**config.mk**
```make
export PLATFORM = sky130hd
export DESIGN_NAME = muldiv_seq
export DESIGN_NICKNAME = d
export VERILOG_FILES = /design/src/rtl/muldiv_pkg.sv /design/src/rtl/muldiv_core.sv /design/src/rtl/muldiv_seq.sv
export SDC_FILE = /design/constraint.sdc
export NUM_CORES = 1
export LEC_CHECK = 0
export BUFFER_PORTS_ARGS = -buffer_cell sky130_fd_sc_hd__buf_2
export CORE_ASPECT_RATIO = 1.4
export CORE_MARGIN = 8
export CORE_UTILIZATION = 35
export DETAILED_ROUTE_END_ITERATION = 8
export GPL_ROUTABILITY_DRIVEN = 0
export PLACE_DENSITY_LB_ADDON = 0.1
export SLEW_MARGIN = 0
export SYNTH_ARGS = -nofsm -noshare
export SYNTH_HDL_FRONTEND = slang
export SYNTH_SLANG_ARGS = --single-unit
```
**constraint.sdc**
```tcl
create_clock -name clk_i -period 6.6 [get_ports clk_i]
set_clock_uncertainty 0.05 [all_clocks]
set_input_delay 0.99 -clock clk_i [delete_from_list [all_inputs] [get_ports clk_i]]
set_output_delay 0.99 -clock clk_i [all_outputs]
set_load 0.05 [all_outputs]
```
**src/rtl/muldiv_pkg.sv**
```systemverilog
// rtl/muldiv_pkg.sv - shared encodings for the RV32M multiply/divide sequencer
package muldiv_pkg;

  localparam logic [6:0] FUNCT7_MULDIV = 7'b0000001;

  localparam logic [2:0] F3_MUL    = 3'b000;
  localparam logic [2:0] F3_MULH   = 3'b001;
  localparam logic [2:0] F3_MULHSU = 3'b010;
  localparam logic [2:0] F3_MULHU  = 3'b011;
  localparam logic [2:0] F3_DIV    = 3'b100;
  localparam logic [2:0] F3_DIVU   = 3'b101;
  localparam logic [2:0] F3_REM    = 3'b110;
  localparam logic [2:0] F3_REMU   = 3'b111;

  typedef enum logic [1:0] {
    IDLE = 2'd0,
    CALC = 2'd1,
    DONE = 2'd2
  } state_t;

endpackage

```
**src/rtl/muldiv_core.sv**
```systemverilog
// rtl/muldiv_core.sv - shift-add / restoring-divide datapath with sign correction
module muldiv_core
  import muldiv_pkg::*;
#(
  parameter int XLEN = 32
) (
  input  logic            i_clk,
  input  logic            i_rst,
  input  logic            i_load,
  input  logic            i_load_div,
  input  logic [XLEN-1:0] i_mag_a,
  input  logic [XLEN-1:0] i_mag_b,
  input  logic            i_step,
  input  logic [2:0]      i_funct3,
  input  logic            i_sa,
  input  logic            i_sb,
  output logic [XLEN-1:0] o_result
);

  // Multiply: r_acc = {partial_hi, remaining multiplier}; r_opnd = multiplicand.
  // Divide:   r_acc = {partial remainder, dividend/quotient}; r_opnd = divisor.
  logic [2*XLEN-1:0] r_acc;
  logic [XLEN-1:0]   r_opnd;

  logic [2*XLEN-1:0] w_acc_next;
  logic [2*XLEN-1:0] w_shl;
  logic [2*XLEN-1:0] w_prod;
  logic [XLEN:0]     w_sum;
  logic [XLEN:0]     w_diff;
  logic [XLEN-1:0]   w_q;
  logic [XLEN-1:0]   w_r;

  // One iteration: conditional add then shift right (mul), or shift left then trial subtract (div)
  always_comb begin
    w_sum  = {1'b0, r_acc[2*XLEN-1:XLEN]} + (r_acc[0] ? {1'b0, r_opnd} : '0);
    w_shl  = {r_acc[2*XLEN-2:0], 1'b0};
    // The shifted remainder can need XLEN+1 bits, so the trial uses the bit shifted out.
    w_diff = r_acc[2*XLEN-1:XLEN-1] - {1'b0, r_opnd};
    if (i_funct3[2]) begin
      if (!w_diff[XLEN]) begin
        w_acc_next = {w_diff[XLEN-1:0], w_shl[XLEN-1:1], 1'b1};
      end else begin
        w_acc_next = w_shl;
      end
    end else begin
      w_acc_next = {w_sum, r_acc[XLEN-1:1]};
    end
  end

  // Final sign correction and result selection, taken from the value of the last iteration
  always_comb begin
    w_prod = (i_sa ^ i_sb) ? -w_acc_next : w_acc_next;
    w_q    = w_acc_next[XLEN-1:0];
    w_r    = w_acc_next[2*XLEN-1:XLEN];
    case (i_funct3)
      F3_MUL:                       o_result = w_prod[XLEN-1:0];
      F3_MULH, F3_MULHSU, F3_MULHU: o_result = w_prod[2*XLEN-1:XLEN];
      F3_DIV, F3_DIVU:              o_result = (i_sa ^ i_sb) ? -w_q : w_q;
      default:                      o_result = i_sa ? -w_r : w_r;
    endcase
  end

  // Accumulator and operand registers: load on accept, advance once per CALC cycle
  always_ff @(posedge i_clk) begin
    if (i_rst) begin
      r_acc  <= '0;
      r_opnd <= '0;
    end else if (i_load) begin
      r_acc  <= {{XLEN{1'b0}}, (i_load_div ? i_mag_a : i_mag_b)};
      r_opnd <= i_load_div ? i_mag_b : i_mag_a;
    end else if (i_step) begin
      r_acc  <= w_acc_next;
    end
  end

endmodule

```
**src/rtl/muldiv_seq.sv**
```systemverilog
// rtl/muldiv_seq.sv - iterative RV32M sequencer: FSM, counter, fast path and pipeline handshake
module muldiv_seq
  import muldiv_pkg::*;
#(
  parameter int XLEN = 32
) (
  input  logic            clk_i,
  input  logic            rst_i,
  input  logic            start_i,
  input  logic [2:0]      funct3_i,
  input  logic [XLEN-1:0] rs1_data_i,
  input  logic [XLEN-1:0] rs2_data_i,
  input  logic            kill_i,
  output logic            busy_o,
  output logic            stall_o,
  output logic            done_o,
  output logic [XLEN-1:0] result_o
);

  localparam int CW = $clog2(XLEN) + 1;

  state_t          r_state;
  state_t          w_state_next;
  logic [CW-1:0]   r_cnt;
  logic [2:0]      r_funct3;
  logic            r_sa;
  logic            r_sb;
  logic [XLEN-1:0] r_result;

  logic            w_accept;
  logic            w_last;
  logic            w_sa;
  logic            w_sb;
  logic [XLEN-1:0] w_mag_a;
  logic [XLEN-1:0] w_mag_b;
  logic            w_div0;
  logic            w_ovf;
  logic            w_fast;
  logic [XLEN-1:0] w_fast_result;
  logic [XLEN-1:0] w_core_result;

  assign w_accept = (r_state == IDLE) && start_i && !kill_i;
  assign w_last   = (r_state == CALC) && (r_cnt == CW'(1));
  assign busy_o   = (r_state != IDLE);
  assign result_o = r_result;

  // Operand signs: only the operands treated as signed by this funct3 contribute a sign
  always_comb begin
    w_sa = 1'b0;
    w_sb = 1'b0;
    case (funct3_i)
      F3_MUL, F3_MULH, F3_DIV, F3_REM: begin
        w_sa = rs1_data_i[XLEN-1];
        w_sb = rs2_data_i[XLEN-1];
      end
      F3_MULHSU: w_sa = rs1_data_i[XLEN-1];
      default: ;
    endcase
    w_mag_a = w_sa ? -rs1_data_i : rs1_data_i;
    w_mag_b = w_sb ? -rs2_data_i : rs2_data_i;
  end

  // Fast path: divide by zero and signed overflow bypass the iteration loop
  always_comb begin
    w_div0 = funct3_i[2] && (rs2_data_i == '0);
    w_ovf  = funct3_i[2] && !funct3_i[0]
             && (rs1_data_i == {1'b1, {(XLEN-1){1'b0}}})
             && (rs2_data_i == '1);
    w_fast = w_div0 || w_ovf;
    if (w_div0) begin
      w_fast_result = funct3_i[1] ? rs1_data_i : '1;
    end else begin
      w_fast_result = funct3_i[1] ? '0 : rs1_data_i;
    end
  end

  // State register
  always_ff @(posedge clk_i) begin
    if (rst_i) begin
      r_state <= IDLE;
    end else begin
      r_state <= w_state_next;
    end
  end

  // Next state and handshake outputs; stall is combinational so EX holds from cycle 0
  always_comb begin
    w_state_next = r_state;
    stall_o      = 1'b0;
    done_o       = 1'b0;
    case (r_state)
      IDLE: begin
        stall_o = start_i && !kill_i;
        if (w_accept) begin
          w_state_next = w_fast ? DONE : CALC;
        end
      end
      CALC: begin
        stall_o = 1'b1;
        if (kill_i) begin
          w_state_next = IDLE;
        end else if (r_cnt == CW'(1)) begin
          w_state_next = DONE;
        end
      end
      DONE: begin
        done_o       = 1'b1;
        w_state_next = IDLE;
      end
      default: w_state_next = IDLE;
    endcase
  end

  // Latched operation, iteration counter and result register
  always_ff @(posedge clk_i) begin
    if (rst_i) begin
      r_cnt    <= '0;
      r_funct3 <= '0;
      r_sa     <= 1'b0;
      r_sb     <= 1'b0;
      r_result <= '0;
    end else if (w_accept) begin
      r_funct3 <= funct3_i;
      r_sa     <= w_sa;
      r_sb     <= w_sb;
      r_cnt    <= CW'(XLEN);
      if (w_fast) begin
        r_result <= w_fast_result;
      end
    end else if ((r_state == CALC) && !kill_i) begin
      r_cnt <= r_cnt - CW'(1);
      if (w_last) begin
        r_result <= w_core_result;
      end
    end
  end

  muldiv_core #(
    .XLEN(XLEN)
  ) u_core (
    .i_clk      (clk_i),
    .i_rst      (rst_i),
    .i_load     (w_accept),
    .i_load_div (funct3_i[2]),
    .i_mag_a    (w_mag_a),
    .i_mag_b    (w_mag_b),
    .i_step     (r_state == CALC),
    .i_funct3   (r_funct3),
    .i_sa       (r_sa),
    .i_sb       (r_sb),
    .o_result   (w_core_result)
  );

endmodule

```
Yosys cells after proc, flatten, opt, wreduce, memory -nomap -nowiden
Index checks and enable logic that the tools add are counted.
{"block": "word_totals", "memories": 0, "mem_bits_rw": 0, "input_bits": 71, "regBits": 141, "mem_bits_ro": 0, "latch_bits": 0, "out_inout_bits": 35}
{"block": "classes", "bitwise_logic": 1, "reduce_logical": 27, "addsub": 8, "mul": 0, "n_eq_ne": 17, "order_cmp": 0, "div": 0, "n_shift": 0, "muxes": 31}
{"cell": "32-bit two-way mux", "n": 16}
{"cell": "64-bit two-way mux", "n": 3}
{"cell": "32-bit negation", "n": 4}
{"cell": "32-bit one-hot mux with 3 select lines", "n": 1}
{"cell": "32-bit equality test (second input constant)", "n": 2}
{"cell": "64-bit negation", "n": 1}
{"cell": "32-bit by 32-bit adder with 33-bit output", "n": 1}
{"cell": "33-bit by 32-bit subtractor with 33-bit output", "n": 1}
{"cell": "32-bit zero test", "n": 1}
{"cell": "3-bit equality test (second input constant)", "n": 4}
{"cell": "6-bit two-way mux", "n": 2}
{"cell": "3-bit by 2-bit equality test with 1-bit output (second input constant)", "n": 3}
{"cell": "1-bit logical AND", "n": 9}
{"cell": "2-bit two-way mux", "n": 4}
{"cell": "2-bit nonzero test", "n": 4}
{"cell": "3-bit by 1-bit equality test with 1-bit output (second input constant)", "n": 2}
{"cell": "6-bit by 1-bit equality test with 1-bit output (second input constant)", "n": 1}
{"cell": "3-bit zero test", "n": 2}
{"cell": "6-bit by 1-bit subtractor with 6-bit output (second input constant)", "n": 1}
{"cell": "5-bit OR reduction", "n": 1}
{"cell": "2-bit one-hot mux with 2 select lines", "n": 1}
{"cell": "2-bit OR reduction", "n": 2}
{"cell": "4-bit OR reduction", "n": 1}
{"cell": "1-bit two-way mux", "n": 3}
{"cell": "other kinds (13)", "n": 14}

Longest topological paths before layout
{"block": "depth", "depth_word": 9, "ltp_mapped": 25, "mapped_depth_nobuf": 22}

Hierarchy
Synthesis repeated with hierarchy kept, for this count alone.
{"block": "hier_totals", "hier_cells": 2333, "hier_area_um2": 16779.8}
{"module": "muldiv_core", "cells_per_inst": 1742, "seq_area_each_um2": 1921.8, "area_each_um2": 12499.5, "instances": 1}
{"module": "muldiv_seq", "cells_per_inst": 591, "seq_area_each_um2": 900.9, "area_each_um2": 4280.4, "instances": 1}

Least setup slack after synthesis
OpenSTA, ideal clock, no wires.
{"block": "synth_timing", "path_type": "flip-flop to flip-flop", "start": "reg u_core.r_acc[31]", "end": "reg r_result[30] (netlist: result_o[30])", "required_ns": 6.418, "arrival_time_ns": 5.199, "setup_slack_ns": 1.219, "path_buffers": 3, "stages_incl_launch_ff": 26, "period_less_slack_ns": 5.381, "cell_sequence": "dfxtp_1 inv_1 ha_1 fa_1 nand2b_1 a21oi_1 o21a_1 o211ai_2 a211o_1 buf_6 buf_6 buf_2 nand2_1 o21ai_0 a21oi_1 ha_1 nor4b_1 a31oi_1 mux2i_2 nand3_1 nor4_4 nand3_2 o31ai_1 xor2_1 a221oi_1 o32ai_1"}
{"block": "synth_between", "elab_chain_len": 9, "word_cells_on_any_way": 13, "cone_classes": "4 x add/sub; 9 x mux"}
{"element": "start: declaration", "line_no": "muldiv_core.sv:22", "text": "logic [2*XLEN-1:0] r_acc;"}
{"element": "start signal: assignment", "line_no": "muldiv_core.sv:69", "text": "r_acc <= {{XLEN{1'b0}}, (i_load_div ? i_mag_a : i_mag_b)};"}
{"element": "start signal: assignment", "line_no": "muldiv_core.sv:72", "text": "r_acc <= w_acc_next;"}
{"element": "33-bit by 32-bit subtractor with 33-bit output", "line_no": "muldiv_core.sv:38", "text": "w_diff = r_acc[2*XLEN-1:XLEN-1] - {1'b0, r_opnd};"}
{"element": "64-bit two-way mux", "line_no": "muldiv_core.sv:40", "text": "if (!w_diff[XLEN]) begin"}
{"element": "64-bit two-way mux *", "line_no": "muldiv_core.sv:39", "text": "if (i_funct3[2]) begin"}
{"element": "64-bit negation (tied with other cells)", "line_no": "muldiv_core.sv:52", "text": "w_prod = (i_sa ^ i_sb) ? -w_acc_next : w_acc_next;"}
{"element": "64-bit two-way mux (tied with other cells)", "line_no": "muldiv_core.sv:52"}
{"element": "32-bit one-hot mux with 3 select lines *", "line_no": "muldiv_core.sv:55", "text": "case (i_funct3)"}
{"element": "32-bit two-way mux *", "line_no": "muldiv_seq.sv:132", "text": "if (w_last) begin"}
{"element": "32-bit two-way mux *", "line_no": "muldiv_seq.sv:130", "text": "end else if ((r_state == CALC) && !kill_i) begin"}
{"element": "32-bit two-way mux *", "line_no": "muldiv_seq.sv:122", "text": "end else if (w_accept) begin"}
{"element": "end signal: assignment", "line_no": "muldiv_seq.sv:128", "text": "r_result <= w_fast_result;"}
{"element": "end signal: assignment", "line_no": "muldiv_seq.sv:133", "text": "r_result <= w_core_result;"}
{"element": "end: declaration", "line_no": "muldiv_seq.sv:28", "text": "logic [XLEN-1:0] r_result;"}
Every way passes the cells marked *; elsewhere a longest branch is shown, timed or not. The select of a mux whose other input is x is not followed.
A chain may end at the register's enable or synchronous reset.

Worst setup path after layout
{"block": "layout_timing", "start": "reg u_core.r_opnd[25]", "end": "reg r_result[30] (netlist: result_o[30])"}
{"block": "layout_between", "elab_chain_len": 9, "word_cells_on_any_way": 15, "cone_classes": "5 x add/sub; 10 x mux"}
{"element": "start: declaration", "line_no": "muldiv_core.sv:23", "text": "logic [XLEN-1:0] r_opnd;"}
{"element": "start signal: assignment", "line_no": "muldiv_core.sv:70", "text": "r_opnd <= i_load_div ? i_mag_b : i_mag_a;"}
{"element": "33-bit by 32-bit subtractor with 33-bit output / 32-bit two-way mux (equally long branches)", "line_no": "muldiv_core.sv:38, muldiv_core.sv:35"}
{"element": "64-bit two-way mux / 32-bit by 32-bit adder with 33-bit output (equally long branches)", "line_no": "muldiv_core.sv:40, muldiv_core.sv:35"}
{"element": "64-bit two-way mux *", "line_no": "muldiv_core.sv:39"}
{"element": "64-bit negation (tied with other cells)", "line_no": "muldiv_core.sv:52"}
{"element": "64-bit two-way mux (tied with other cells)", "line_no": "muldiv_core.sv:52"}
{"element": "32-bit one-hot mux with 3 select lines *", "line_no": "muldiv_core.sv:55"}
{"element": "32-bit two-way mux *", "line_no": "muldiv_seq.sv:132"}
{"element": "32-bit two-way mux *", "line_no": "muldiv_seq.sv:130"}
{"element": "32-bit two-way mux *", "line_no": "muldiv_seq.sv:122"}
Marks and branches as above.

==> metrics.txt <==
Resized Gates After CTS 0; first-pass GRT wire length 115500 um; Cell Pwr Density 193.6 nW/um2; RSZ-0062 raised after global routing no; largest cells by area after synthesis dfxtp_1 17%, a21oi_1 7.5%, nand2_1 7.1%, nor2_1 5.6%, ha_1 5.4%; routed vias 18740; Primary FF master, synth dfxtp_1; crit end category flip-flop; Psw 0.001528 W; P_int 0.002021 W; total CTS buffers 17; initial antenna violation count 0; Clk pwr share 30.5%; CTS Hold Bufs 0; Final Setup Violations 0; Initial Util 35.36%; min-delay worst type reg2reg; gr ovfl total 0; pins over their slew limit 0; post-route setup TNS 0 ns; mapped cell area 16550 um2; Synth-to-Final Area Change 10.76%; largest net degree at the start of global routing 79; Post-synth EDFFs 0; die area 54600 um2; worst ir drop on vdd 0.1792 mV; CTS Buffer Depth 2; Die Y 273.3 um; site row count 94; Flop pwr share 26.4%; DRT Pass-1 Iters 6; Avg Inst Size Synth 6.874 um2; CTS clk-pin slew, worst paths 0.07 ns; count of cell types in the netlist 104; Core ar. 46810 um2; Arr. time, crit path 6.28 ns; fin nets 2577; startpoint types flip-flop; vias in the first global route 18290; Final Hold Fails 0; Synth Net Count 2552; top cells by count, synth 315 x nand2_1, 249 x a21oi_1, 245 x nor2_1; Hold WS 0.3976 ns; antenna viol nets, final 0; Tot GR Track Use 28.05%; Post-synth ARST share 0%; clk sinks 141; most frequent cell after synthesis nand2_1; Synth warnings 0; layout cells sized above 1 10.51%; CTS root buf clkbuf_16; Clk Latency, worst-skew pair 0.46 ns; via density per instance 6.104; combinational power share 43.2%; WS Path Type reg2reg; Switching Share 43.05%; Leakage 6.874 nW; Cell Count, Final, Fillers Out 3070; H-Tree Level Count 4; critical path data required time 6.86 ns; headroom to the max-slew limit 11.22%; IO Port Bufs 105; minimum clock period 6.028 ns; dpl hpwl 61770 um; Critical Path Fanout Max 8; post-CTS setup buffers 0; post-synth top area share 17.05%; Synth Instances 2408; Period Utilization, post-route 91.34%; DRC viols 0; Routed WL 77580 um; chip width 199.8 um; status finished clean; Yosys reg bits 141; Yosys top cell by area dfxtp_1; mean routed wirelength per cell 25.27 um; fmax 165.9 MHz; sequential fraction of the synthesis area 17.05%; placed cell count 3038; antenna cells 0; num ports 106; # Max-Cap Violations 0; CTS tree built; Least-Margin Pin Slew 1.324 ns; drt initial violations 1516
==> per-layer routing <==
metal	routed length (um)	up-vias	part of all wire, %	GRT usage, %
met5	0	-	0	0
met4	5909	0	7.6	18.93
met3	4140	233	5.3	3.321
met2	38240	795	49	49.47
met1	29290	8890	38	31.03
li1	-	8822	-	-
==> power by group through the flow <==
stage,Clock (W),Sequential [W],Combinational [W]
finish,0.00108,0.000936,0.00153
global route,0.00113,0.000940,0.00164
CTS,0.00109,0.000935,0.00150
detailed placement,0,0.000954,0.00150
global placement,0,0.000952,0.00150
floorplan,0,0.000939,0.00103
==> cell usage in the layout (no fill, tap or decap), drive strengths merged, types with 21 or more instances in the layout <==
master and n:
nand2 316, a21oi 250, nor2 245, buf 162, o21ai 152, dfxtp 141, xnor2 100, o211ai 91
nor3 91, inv 85, ha 71, xor2 67, and2 57, a211oi 54, mux2i 50, a31oi 38
nand4 32, nand3 32, and3 25, maj3 24, nor4 24, o21a 21
==> flip-flops by register name, summed over array words and instances, names as in the netlist <==
name,count
u_core.r_opnd,32
result_o,32
r_sb,1
r_sa,1
r_cnt,6
r_funct3,3
r_state,2
u_core.r_acc,64
==> cell families (layout without fill, tap and decap cells) <==
logic type / after synthesis / in the layout / share of synthesized area [%]
compound gates: 781 / 781 / 30.87
xor+xnor: 167 / 167 / 8.837
fa+ha+maj: 97 / 97 / 7.060
buf+inv: 237 / 275 / 5.692
flops: 141 / 141 / 17.05
mux: 56 / 56 / 3.477
simple gates: 929 / 929 / 27.01
==> critical path: stages (launching register included) <==
cell      delay, ns
dfxtp_1        0.35
inv_1          0.05
ha_1           0.43
nand4_2        0.21
nor4_4         0.52
a221oi_2       0.22
a21boi_1       0.50
a211o_1        0.35
o21ai_0        0.12
a21oi_1        0.33
ha_1           0.33
nor4b_1        0.26
a31oi_1        0.09
mux2i_2        0.31
nand3_1        0.33
nor4_4         0.37
nand3_2        0.22
o31ai_1        0.32
xor2_1         0.11
a221oi_1       0.30
o32ai_1        0.11
==> cell type report <==
cell class,count,area [um2]
clock buffer,19,452.9
multi-input combinational,2030,12840
clock inverter,13,177.7
fill,5157,28480
sequential,141,2826
inverter,81,304.0
tap,624,780.7
timing repair buffer,162,955.9
==> final timing paths <==
path,startpoint,endpoint,slack (ns),cells after the start
setup reg to reg,u_core.r_opnd[25]$_SDFFE_PP0P_,result_o[30]$_SDFFE_PP0P_,0.57,20
hold / removal,result_o[4]$_SDFFE_PP0P_,result_o[4]$_SDFFE_PP0P_,0.40,2
setup / recovery,u_core.r_opnd[25]$_SDFFE_PP0P_,result_o[30]$_SDFFE_PP0P_,0.57,20
hold reg to reg,result_o[4]$_SDFFE_PP0P_,result_o[4]$_SDFFE_PP0P_,0.40,2
==> stage by stage <==
step	utilization (%)	total power (W)	setup slack (ns)	instance area (um2)
6_report	39.17	0.003549	0.5719	18330
5_1_grt	39.17	0.003709	0.08530	18330
4_1_cts	39.17	0.003530	0.6379	18330
3_5_place_dp	37.82	0.002450	0.6817	17700
3_3_place_gp	37.82	0.002452	0.7938	17700
2_1_floorplan	-	0.001964	1.219	16550
(Power assumes the default switching activity.)
